--- config.mk ---
export PLATFORM = sky130hd
export DESIGN_NAME = cache_fill_fsm
export DESIGN_NICKNAME = d
export VERILOG_FILES = /design/src/rtl/cache_fill_fsm.sv
export SDC_FILE = /design/constraint.sdc
export NUM_CORES = 1
export LEC_CHECK = 0
export BUFFER_PORTS_ARGS = -buffer_cell sky130_fd_sc_hd__buf_2
export CORE_UTILIZATION = 40
export DETAILED_ROUTE_END_ITERATION = 6
export PLACE_DENSITY = 0.77
export SYNTH_ARGS = -nofsm -noshare
export SYNTH_HDL_FRONTEND = slang
export SYNTH_SLANG_ARGS = --single-unit
--- constraint.sdc ---
create_clock -name clk -period 1.6 [get_ports clk]
set_input_delay 0.32 -clock clk [delete_from_list [all_inputs] [get_ports clk]]
set_output_delay 0.32 -clock clk [all_outputs]
set_load 0.01 [all_outputs]
--- src/rtl/cache_fill_fsm.sv ---
// Miss-handling fill engine: on a cache miss, reads one aligned block from pipelined
// main memory, writes each returned word into the cache as it arrives, then writes
// the tag/valid entry. The pipeline is stalled (fsm_busy) for the whole fill.
module cache_fill_fsm #(
  parameter int ADDR_W = 16,
  parameter int DATA_W = 16,
  parameter int WORDS  = 8,
  localparam int OFF_W = $clog2(WORDS)
) (
  input  logic              clk,
  input  logic              rst,
  input  logic              miss_detected,
  input  logic [ADDR_W-1:0] miss_address,
  input  logic              memory_data_valid,
  input  logic [DATA_W-1:0] memory_data_in,
  output logic              mem_req,
  output logic [ADDR_W-1:0] memory_address,
  output logic [ADDR_W-1:0] cache_address,
  output logic [DATA_W-1:0] cache_data_out,
  output logic              data_write,
  output logic [OFF_W-1:0]  offset_write_fsm,
  output logic              tag_write,
  output logic              valid_bit,
  output logic              fsm_busy,
  output logic              fill_done
);

  // Counters need one extra bit so "all WORDS issued" is representable.
  localparam int CNT_W = OFF_W + 1;
  // Words are halfwords, so a block spans WORDS*2 bytes.
  localparam int BLOCK_BYTES = WORDS * 2;

  typedef enum logic [1:0] {
    IDLE = 2'd0,
    FILL = 2'd1,
    TAG  = 2'd2
  } state_t;

  state_t            state, state_next;
  logic [CNT_W-1:0]  issue_cnt;
  logic [CNT_W-1:0]  ret_cnt;
  logic [ADDR_W-1:0] base;

  // Byte offset of a word within the block (halfword granularity).
  function automatic logic [ADDR_W-1:0] word_byte(input logic [OFF_W-1:0] off);
    return ADDR_W'({off, 1'b0});
  endfunction

  // State register.
  // NOTE: sequential blocks use non-blocking (<=) so every flop samples pre-edge values.
  always_ff @(posedge clk or negedge rst) begin
    if (!rst) state <= IDLE;
    else      state <= state_next;
  end

  // Block base and issue/return counters; the block base is latched only when a miss is accepted.
  always_ff @(posedge clk or negedge rst) begin
    if (!rst) begin
      issue_cnt <= '0;
      ret_cnt   <= '0;
      base      <= '0;
    end else begin
      case (state)
        IDLE: begin
          if (miss_detected) begin
            base      <= miss_address & ~ADDR_W'(BLOCK_BYTES - 1);
            issue_cnt <= '0;
            ret_cnt   <= '0;
          end
        end
        FILL: begin
          if (mem_req)           issue_cnt <= issue_cnt + 1'b1;
          if (memory_data_valid) ret_cnt   <= ret_cnt + 1'b1;
        end
        default: ;
      endcase
    end
  end

  // Next-state and outputs. Cache write path is combinational so a returned word is
  // written into the cache in the same cycle it arrives.
  always_comb begin
    // NOTE: every output gets a default first so no path leaves a value held (no latch).
    state_next       = state;
    mem_req          = 1'b0;
    memory_address   = '0;
    cache_address    = '0;
    cache_data_out   = '0;
    data_write       = 1'b0;
    offset_write_fsm = '0;
    tag_write        = 1'b0;
    valid_bit        = 1'b0;
    fsm_busy         = 1'b0;
    fill_done        = 1'b0;

    case (state)
      IDLE: begin
        // Stall in the same cycle the miss is seen; nothing is reported while in reset.
        fsm_busy = miss_detected & rst;
        if (miss_detected) state_next = FILL;
      end

      FILL: begin
        fsm_busy      = 1'b1;
        cache_address = base;
        if (issue_cnt < CNT_W'(WORDS)) begin
          mem_req        = 1'b1;
          // OR rather than add: base is block-aligned, so the address never leaves the block.
          memory_address = base | word_byte(issue_cnt[OFF_W-1:0]);
        end
        if (memory_data_valid) begin
          data_write       = 1'b1;
          offset_write_fsm = ret_cnt[OFF_W-1:0];
          cache_data_out   = memory_data_in;
          cache_address    = base | word_byte(ret_cnt[OFF_W-1:0]);
          if (ret_cnt == CNT_W'(WORDS - 1)) state_next = TAG;
        end
      end

      TAG: begin
        fsm_busy      = 1'b1;
        tag_write     = 1'b1;
        valid_bit     = 1'b1;
        fill_done     = 1'b1;
        cache_address = base;
        state_next    = IDLE;
      end

      default: state_next = IDLE;
    endcase
  end

endmodule

After elaboration in Yosys (flattened, before gate mapping)
Index checks and enable logic that the tools add are counted.
Widths: inputs -> output; s select.

storage, ports and cells
  flip-flop bits (word level) = 22
  word-level logic and storage cells = 47

operators by class
  add/sub/neg operators = 2
  $lt $le $gt $ge = 1
  eq/ne operators = 7
  multiplexer cells = 23
  bitwise logic cells = 3
  reductions and logical operators = 7

operator list
  kind                 count
  $mux 16              5
  $or 16x4->16         2
  $pmux 16 s2          1
  $pmux 4 s2           2
  $mux 4               3
  $reduce_and 3->1     3
  $add 4x1->4 const B  2
  $ne 2x2->1 const B   4
  $mux 2               3
  $mux 3               2
  $mux 1               5
  $eq 4x3->1 const B   1
  $lt 4x4->1 const B   1
  $pmux 2 s2           1
  $eq 2x1->1 const B   1
  $eq 2x2->1 const B   1
  $logic_not 2->1      1
  $pmux 1 s2           1
  $reduce_and 2->1     1
  $reduce_bool 2->1    1
  $reduce_or 2->1      1
  $and 1x1->1          1

Logic depth before layout (Yosys ltp)
  word-level depth = 5
  gate-level depth with buffers = 7

Least setup slack after synthesis
OpenSTA, ideal clock, no wires.

  path kind = reg2out
  from = register state[1]
  to = output port memory_address[10]
  arrival = 1.346 ns
  data required time = 1.280 ns
  slack = -0.066 ns
  stages on the path, launching flop included = 7
  path through = dfrtp_1 > inv_1 > ha_1 > buf_2 > and2b_1 > buf_2 > and2_1

between the ends
  word-level cells in the longest chain between the ends = 2

RTL lines
  what                    RTL line  RTL
  start, declared         39        state_t state, state_next;
  start signal, assigned  53        else state <= state_next;
  $eq 2x1->1              96        case (state)
  $mux 16                 96
  end, declared           17        output logic [ADDR_W-1:0] memory_address,

Every way passes these cells.

Worst setup path after layout
  from = register state[1]
  to = output port cache_address[9]

between the ends
  word-level cells in the longest chain between the ends = 2

RTL lines
  what                                      RTL line  RTL
  $eq 2x2->1 or $eq 2x1->1 (tied branches)  96
  $pmux 16 s2 (*)                           96
  end, declared                             18        output logic [ADDR_W-1:0] cache_address,

Every way passes the cells marked *; elsewhere a longest branch is shown, timed or not.

==> metrics.csv <==
metric;value;unit
outcome;finished with violations;
violations;negative setup slack;
die_w;65.5;um
synth-edff-count;0;
track_usage;21.3;%
start_kind;register;
synth_top_cells_by_area;dfrtp_1 (34%), and2_1 (11%), mux2_1 (9.8%);
grt_pass1_wl;7000;um
cts_root_buf;clkbuf_8;
diodes;0;
grt_setup_unrepaired;true;
ys_top_cells_by_count;and2_1 (29), dfrtp_1 (22), and3_1 (18), mux2_1 (14), ha_1 (9);
worst_slack;-0.268;ns
finalInstanceArea;2580;sq um
criticalPathCategory;reg2out;
cap_viol_max_count;0;
ys_types;42;
die_area;4280;sq um
endpoint_kind;primary output;
r2r_setup_slack;-0.04;ns
yosysSeqAreaShare;34.2;%
rows;22;
finalCritPeriodShare;117;%
place_area;2130;sq um
critPathArrivalTime;1.55;ns
p_sw;2010;uW
ios;93;
grt_start_max_net_pins;27;
crit_fanout;5;
overflow;0;
core;3770;sq um
routed_wl;5350;um
period_minus_slack;1.87;ns
clkTransAtPathRegs;0.08;ns
p_leak;0.00137;uW
reg2reg_depth;6;
htreeDepth;1;
clkSinkCount;22;
synth_top_area_share;34.2;%
routedWlPerCell;16.6;um
max_freq;535;MHz
cts_buffers;3;
p_total;4850;uW
clock_path_buffers;2;
yosysMostFrequentCell;and2_1;
clk_latency;0.27;ns
drt-pass1-iter-count;4;
avgSynthCellArea;9.31;sq um
drc;0;
internal_power;2830;uW
worstPathRequired;1.28;ns
hold_violations;0;
cts_tree;yes;
reg2reg_to;ret_cnt[3]$_DFFE_PN0P_;
fin_skew;0.00705;ns
irDropWorstVdd;0.00103;V
portBuffers;86;
async_flop_share;100;%
powerDensity;1880;nW/um^2
synth-main-ff-cell;dfrtp_1;
syn_inst;173;
drive_above_1_share;56.9;%
die_h;65.5;um
syn_to_final_growth;60.2;%
holdBufCountCts;0;
ys_seq_elements;22;
synth_area_leader_cell;dfrtp_1;
gp_congestion;0.775;
pwr-share-comb;71.3;%
via_count;1701;
avgViaCountPerCell;5.28;
antenna_left;0;
swShare;41.6;%
setup_viol;56;
reg2reg_from;state[1]$_DFFE_PN0P_;
slew_viol_final;0;
start_util;42.7;%
grt_pass1_vias;1537;
final.fill_count;284;
p_seq_share;21.5;%
pre_cts_ws;-0.120;ns
hpwl;3030;um
post_synth_instance_area;1610;sq um
p_clk_share;7.2;%
ff_latch_area;552;sq um
hold_path.class;in2async;
antenna_found_initial;0;
nNetsFinal;321;
drt_iter0_markers;74;
ys_warn_count;0;
multiInputGateArea;1130;sq um
-- registers in the layout (all words and copies together) (netlist names) --
register / flops
issue_cnt: 4
base: 12
state: 2
ret_cnt: 4
-- worst max-delay path: stages, from the launching register on --
cell and delay (ns):
dfrtp_1 0.43, buf_4 0.16, ha_4 0.17, o21a_4 0.21
and2_1 0.17, buf_2 0.14
-- power by group through the flow --
stage	sequential [uW]	clock, uW	combinational (uW)
finish	1040	350	3450
global route	1070	371	3690
CTS	1000	357	2770
detailed placement	990	0	2330
global placement	983	0	2260
floorplan	953	0	1550
-- logic make-up (layout without fill, tap and decap cells) --
logic type,count (synthesis),in the layout,share of synthesized area (%)
flip-flops,22,22,34.2
buffers and inverters,22,120,7.69
adder cells (fa/ha/maj),9,9,6.99
AND/OR/NAND/NOR,81,82,31.2
AO/OA/AOI/OAI,23,24,9.32
multiplexers,15,15,10.4
other,1,2,0.233
-- routing by layer --
layer / wire length, um / global-route usage, % / part of all wire, % / vias up
li1: - / - / - / 796
met1: 2020 / 25.9 / 38 / 841
met2: 3000 / 37.2 / 56 / 51
met3: 199 / 4.17 / 3.7 / 13
met4: 130 / 7.34 / 2.4 / 0
met5: 0 / 0 / 0 / -
-- how the worst max path moves through the flow --
stage	from	endpoint	depth (start not counted)
after floorplan	state[1]$_DFFE_PN0P_	memory_address[10]	6
after global placement	state[0]$_DFFE_PN0P_	cache_address[13]	5
after global routing	state[1]$_DFFE_PN0P_	memory_address[15]	5
final	state[1]$_DFFE_PN0P_	cache_address[9]	5
after detailed placement	state[0]$_DFFE_PN0P_	cache_address[11]	5
after CTS	state[1]$_DFFE_PN0P_	memory_address[13]	5
-- placed cells by master, fill, tap and decap left out, types with 3 or more instances in the layout --
cell type / netlist / routed
and2_1: 29 / 13
nand3_1: 4 / 3
inv_1: 6 / 4
buf_6: 1 / 21
buf_4: 8 / 20
a21oi_1: 7 / 5
ha_4: 0 / 4
o21ai_0: 3 / 3
nor2b_1: 4 / 4
and3_4: 0 / 3
nor2_1: 7 / 5
clkbuf_8: 0 / 3
and3_1: 18 / 16
ha_1: 9 / 4
mux2_1: 14 / 14
dfrtp_1: 22 / 21
buf_2: 3 / 68
and2_4: 0 / 16
-- metrics by stage --
| step | TNS (ns) | hold slack [ns] | util, % | instances |
|---|---|---|---|---|
| 3_3_place_gp | -0.552 | 0.331 | 56.5 | 308 |
| 5_1_grt | -13.94 | 0.0601 | 68.4 | 322 |
| 4_1_cts | -10.07 | 0.0407 | 61.4 | 314 |
| 3_5_place_dp | -1.78 | 0.332 | 56.5 | 308 |
| 2_1_floorplan | 0 | 0.0244 | - | 174 |
| 6_report | -10.91 | 0.0435 | 68.4 | 322 |
-- area by class of cell --
cell class / count / area share [%]
inverters: 6 / 1.07
clock buffers: 3 / 1.60
flip-flops and latches: 22 / 21.4
multi-input cells: 132 / 43.7
repair buffers: 111 / 29.9
well taps: 48 / 2.33
-- repair_timing --
| action | 4_1_cts | 5_1_grt |
|---|---|---|
| cloned | 2 | 1 |
| resized for setup | 30 | 40 |
| pin swaps | 11 | 11 |
| buffers inserted | 1 | 7 |
| setup endpoints to repair | 58 | 59 |
Power figures use the tool's default switching activity.
